`src/rtl/traffic_pkg.sv`:
```
// Shared types and lamp encodings for the intersection phase sequencer.
// Lamp vectors are {red, yellow, green}.
package traffic_pkg;

    typedef enum logic [2:0] {
        AR_A, NS_G, NS_Y, AR_B, EW_G, EW_Y, WALK, FLASH
    } tl_state_t;

    localparam logic [2:0] LAMP_RED = 3'b100;
    localparam logic [2:0] LAMP_YEL = 3'b010;
    localparam logic [2:0] LAMP_GRN = 3'b001;
    localparam logic [2:0] LAMP_OFF = 3'b000;

    function automatic int tl_max4(input int a, input int b, input int c, input int d);
        int m;
        m = a;
        if (b > m) m = b;
        if (c > m) m = c;
        if (d > m) m = d;
        return m;
    endfunction

endpackage

```
`src/rtl/traffic_light_ctrl_phase_timer.sv`:
```
// Per-phase tick counter; done flags the counted tick that reaches limit.
module phase_timer #(
    parameter int TW = 4
) (
    input  logic          clk,
    input  logic          reset,
    input  logic          count_en,
    input  logic          clr,
    input  logic [TW-1:0] limit,
    output logic          done
);

    logic [TW-1:0] count;

    assign done = count_en && (count == limit - TW'(1));

    always_ff @(posedge clk or negedge reset) begin
        if (!reset)        count <= '0;
        else if (clr)      count <= '0;
        else if (count_en) count <= count + TW'(1);
    end

endmodule

```
`src/rtl/traffic_light_ctrl.sv`:
```
// Two-road phase sequencer driven by an external tick counter.
// Define TL_PED_EN to add the pedestrian request input and WALK phase.
module traffic_light_ctrl
    import traffic_pkg::*;
#(
    parameter int GREEN_TICKS  = 5,
    parameter int YELLOW_TICKS = 2,
    parameter int ALLRED_TICKS = 1,
    parameter int WALK_TICKS   = 4
) (
    input  logic       clk,
    input  logic       reset,
    input  logic       run,
    input  logic       flash,
`ifdef TL_PED_EN
    input  logic       ped_req,
`endif
    input  logic       tick_in,
    output logic       tick_en,
    output logic       tick_clr,
    output logic [2:0] ns_light,
    output logic [2:0] ew_light,
    output logic       walk
);

    localparam int MAXT = tl_max4(GREEN_TICKS, YELLOW_TICKS, ALLRED_TICKS, WALK_TICKS);
    localparam int TW   = $clog2(MAXT) + 1;

    tl_state_t     state_q, state_d;
    logic [TW-1:0] limit;
    logic          cnt_ok, tmr_en, tmr_done, blink;

    // A tick landing while the counter is being cleared belongs to no phase.
    assign cnt_ok = tick_in & run & ~tick_clr;
    assign tmr_en = cnt_ok & (state_q != FLASH);

    always_comb begin
        limit = TW'(ALLRED_TICKS);
        case (state_q)
            NS_G, EW_G: limit = TW'(GREEN_TICKS);
            NS_Y, EW_Y: limit = TW'(YELLOW_TICKS);
            WALK:       limit = TW'(WALK_TICKS);
            default:    limit = TW'(ALLRED_TICKS);
        endcase
    end

    phase_timer #(.TW(TW)) u_timer (
        .clk      (clk),
        .reset    (reset),
        .count_en (tmr_en),
        .clr      (state_d != state_q),
        .limit    (limit),
        .done     (tmr_done)
    );

`ifdef TL_PED_EN
    logic ped_pend, next_ns, enter_walk;
    assign enter_walk = (state_d == WALK) && (state_q != WALK);
`endif

    always_comb begin
        state_d = state_q;
        if (flash)
            state_d = FLASH;
        else if (state_q == FLASH)
            state_d = AR_A;
        else if (tmr_done) begin
            case (state_q)
`ifdef TL_PED_EN
                AR_A:    state_d = ped_pend ? WALK : NS_G;
                AR_B:    state_d = ped_pend ? WALK : EW_G;
                WALK:    state_d = next_ns ? NS_G : EW_G;
`else
                AR_A:    state_d = NS_G;
                AR_B:    state_d = EW_G;
`endif
                NS_G:    state_d = NS_Y;
                NS_Y:    state_d = AR_B;
                EW_G:    state_d = EW_Y;
                EW_Y:    state_d = AR_A;
                default: state_d = AR_A;
            endcase
        end
    end

    always_ff @(posedge clk or negedge reset) begin
        if (!reset) begin
            state_q  <= AR_A;
            tick_en  <= 1'b0;
            tick_clr <= 1'b1;
            blink    <= 1'b1;
        end else begin
            state_q  <= state_d;
            tick_en  <= run | flash;
            tick_clr <= (state_d != state_q);
            if (state_d == FLASH && state_q != FLASH)
                blink <= 1'b1;
            else if (state_q == FLASH && cnt_ok)
                blink <= ~blink;
        end
    end

`ifdef TL_PED_EN
    // Requests seen during WALK or on its entry edge are already being served.
    always_ff @(posedge clk or negedge reset) begin
        if (!reset) begin
            ped_pend <= 1'b0;
            next_ns  <= 1'b1;
        end else begin
            if (enter_walk)
                ped_pend <= 1'b0;
            else if (ped_req && state_q != WALK)
                ped_pend <= 1'b1;
            if (enter_walk)
                next_ns <= (state_q == AR_A);
        end
    end

    assign walk = (state_q == WALK);
`else
    assign walk = 1'b0;
`endif

    always_comb begin
        ns_light = LAMP_RED;
        ew_light = LAMP_RED;
        case (state_q)
            NS_G:    ns_light = LAMP_GRN;
            NS_Y:    ns_light = LAMP_YEL;
            EW_G:    ew_light = LAMP_GRN;
            EW_Y:    ew_light = LAMP_YEL;
            FLASH: begin
                ns_light = blink ? LAMP_YEL : LAMP_OFF;
                ew_light = blink ? LAMP_YEL : LAMP_OFF;
            end
            default: ;
        endcase
    end

endmodule

```
`config.mk`:
```
export PLATFORM = sky130hd
export DESIGN_NAME = traffic_light_ctrl
export DESIGN_NICKNAME = d
export VERILOG_FILES = /design/src/rtl/traffic_pkg.sv /design/src/rtl/traffic_light_ctrl_phase_timer.sv /design/src/rtl/traffic_light_ctrl.sv
export SDC_FILE = /design/constraint.sdc
export NUM_CORES = 1
export LEC_CHECK = 0
export BUFFER_PORTS_ARGS = -buffer_cell sky130_fd_sc_hd__buf_4
export CAP_MARGIN = 20
export CORE_MARGIN = 1.5
export CORE_UTILIZATION = 47
export DETAILED_ROUTE_END_ITERATION = 7
export PLACE_DENSITY_LB_ADDON = 0.1
export SLEW_MARGIN = 20
export SYNTH_ARGS = -nofsm -noshare
export SYNTH_HDL_FRONTEND = slang
export SYNTH_SLANG_ARGS = --single-unit
```
`constraint.sdc`:
```
create_clock -name clk -period 2.5 [get_ports clk]
set_input_delay 0.125 -clock clk [delete_from_list [all_inputs] [get_ports clk]]
set_output_delay 0.125 -clock clk [all_outputs]
set_load 0.1 [all_outputs]
```
==> metrics.yaml <==
yosysWarnings: 0
reg2reg_slack_ps: 120
via_per_inst: 5.296
crit_family: "simple AND/OR/NAND/NOR gates"
slew_viol_final: 0
grt_usage: 0.1870
cp_max_fo: 7
hold_end: "tick_en$_DFF_PN0_"
cp_num_buf_inv: 0
required_ps: 2640
timing.rr.start: "state_q[1]$_DFF_PN0_"
drive_gt1_frac: 0.3226
drt-total-wl_microns: 1323
dp_hpwl_microns: 1001
die_area_sq_mm: 0.001703
ys_types: 36
timing.critical_path.cells: "and3b_1 -> nor2_1 -> ha_1 -> xnor2_1 -> nor4_4 -> o221ai_4 -> a21boi_1 -> or4_1"
nets: 101
grt_pass1_wl_microns: 2056
start_kind: "flip-flop"
total_power_mw: 1.092
status: "completed"
holdCritStartpoint: "run"
cts_tree: "built"
fin_crit_sh: 0.9531
end_kind: "flip-flop"
synth_top_family_by_area: "simple AND/OR/NAND/NOR gates"
fin_crit_ps: 2383
critical_path.max_stage_delay_ps: 470
mostFrequentLayoutCells: "16 x buf_4, 8 x nor2_1, 7 x dfrtp_1"
synth_largest_area_cell: "dfrtp_1"
drt_iter0_markers: 14
portBuffers: 12
synth.top_cell.area_share: 0.2909
min_path_type: "primary input to flip-flop"
yosys.area_share.simple: 0.2964
synth_xor_area_frac: 0.1018
clock.fmax_mhz: 419.7
n_fill_cell: 132
rows: 13
drtAntennaViolNets: 0
cts.sinks: 10
crit_slowest_cell: "dfrtp_1"
synth_cells: 77
maxCapViolCount: 0
root_buffer: "clkbuf_4"
r2r-end: "state_q[2]$_DFF_PN0_"
cp.arrival_ps: 2520
syn_to_final_growth_pct: 26.18
antenna_found_initial: 0
routedWlPerCell_microns: 12.25
synthAdderAreaFrac: 0.03636
start_util: 0.5159
finalInstanceArea_sq_um: 868.3
dr.pass1.iters: 4
h-tree-depth: 1
muxShareOfSynthArea: 0
num_vias: 572
numCtsBuffers: 3
clk_path_buf_depth: 2
final_common_cell: "buf_4"
r2r_cells: 8
route.detailed.drc: 0
seqCellArea_sq_um: 254.0
post_dp_cell_area_sq_um: 792.0
final.setup.tns_ps: 0
fin_ws_ps: 117.2
io_pins: 14
leakage_nw: 0.3982
power_density_mw_per_mm2: 1258
final-setup-viol-count: 0
grt_pass1_vias: 475
final_util: 0.6510
n_antenna_cell: 0
synth_area_leaders: "dfrtp_1 29%, dfstp_2 7.6%, xnor2_1 7.6%"
timing.final.hold_violations: 0
multi_input_area_sq_um: 421.7
dp_slack_ps: 111.0
clkTransAtPathRegs_ps: 70
ys_ff_latch: 10
peakVddDrop_uv: 488.7
syn_avg_cell_area_sq_um: 8.937
grt-ovfl-total: 0
crit_type: "flip-flop to flip-flop"
die_h_microns: 41.27
coreArea_sq_mm: 0.001334
place.gp.congestion: 0.7205
grt_max_degree: 11
worst-path-stages: 8
syn-num-nets: 84
holdPathStages: 2
clkLatencyLatePin_ps: 270
yosysSeqAreaShare: 0.3673
synth_area_sq_um: 688.2
synth_compound_area_frac: 0.1364
fp.dieW_microns: 41.27
fin_skew_ps: 2.281
## cell usage after synthesis, drive strengths merged
master  n
nor4    1
clkbuf  1
or2     1
conb    1
nor3    2
or3b    1
xor2    2
or4b    1
xnor2   6
and3b   1
or4     1
o21a    1
nand2b  3
nand3b  1
nand4   1
o21ai   4
and3    2
o221ai  1
nor2    9
a21boi  1
a22oi   1
dfstp   2
buf     4
inv     2
and2    2
dfrtp   8
ha      2
a21oi   5
nand3   1
nor2b   2
a21o    1
nand2   6
## report_power, final
group | internal [mW] | switching (mW)
combinational | 0.198 | 0.511
sequential | 0.198 | 0.0368
clock | 0.0885 | 0.0599
## cells by family (layout without fill, tap and decap cells)
kind of cell,Yosys count,count (layout)
flip-flops,10,10
XOR/XNOR,8,8
AND/OR/NAND/NOR,35,35
other,1,1
AO/OA/AOI/OAI,14,14
buffers and inverters,7,23
adder cells (fa/ha/maj),2,2
## through the flow
step | std cells | hold WS, ps
global placement | 102 | -36.53
global route | 108 | 59.84
finish | 108 | 53.39
detailed placement | 102 | -34.44
CTS | 107 | 47.33
floorplan | 77 | -170.6
## final cells by class
class	count	area share
Sequential cell	10	0.2925
Clock buffer	4	0.04179
Timing Repair Buffer	17	0.1499
Inverter	2	0.008646
Multi-Input combinational cell	60	0.4856
Tap cell	15	0.02161
## worst max path at each step
| stage | startpoint | end |
|---|---|---|
| 2_1_floorplan | state_q[1]$_DFF_PN0_ | state_q[2]$_DFF_PN0_ |
| 5_1_grt | state_q[2]$_DFF_PN0_ | state_q[2]$_DFF_PN0_ |
| 6_report | state_q[1]$_DFF_PN0_ | state_q[2]$_DFF_PN0_ |
| 4_1_cts | state_q[0]$_DFF_PN0_ | state_q[2]$_DFF_PN0_ |
| 3_5_place_dp | state_q[0]$_DFF_PN0_ | state_q[2]$_DFF_PN0_ |
| 3_3_place_gp | state_q[0]$_DFF_PN0_ | state_q[2]$_DFF_PN0_ |
## flip-flops by register name (all words and copies together) (netlist names)
name / count
tick_clr: 1
tick_en: 1
u_timer.count: 4
state_q: 3
blink: 1
## repair_timing
item	in CTS	in global routing
hold buffers	1	0
setup buffers	0	1
hold endpoints to repair	10	0
gates resized for setup	0	4
setup endpoints to repair	0	1
## layer usage
metal	up-vias	track usage	wire length, microns
met2	13	0.3047	626
met4	0	0.04839	14
met3	2	0.04891	59
li1	289	-	-
met1	268	0.2426	623
met5	-	0	0
Note: power is estimated with default switching activity, not from simulation.
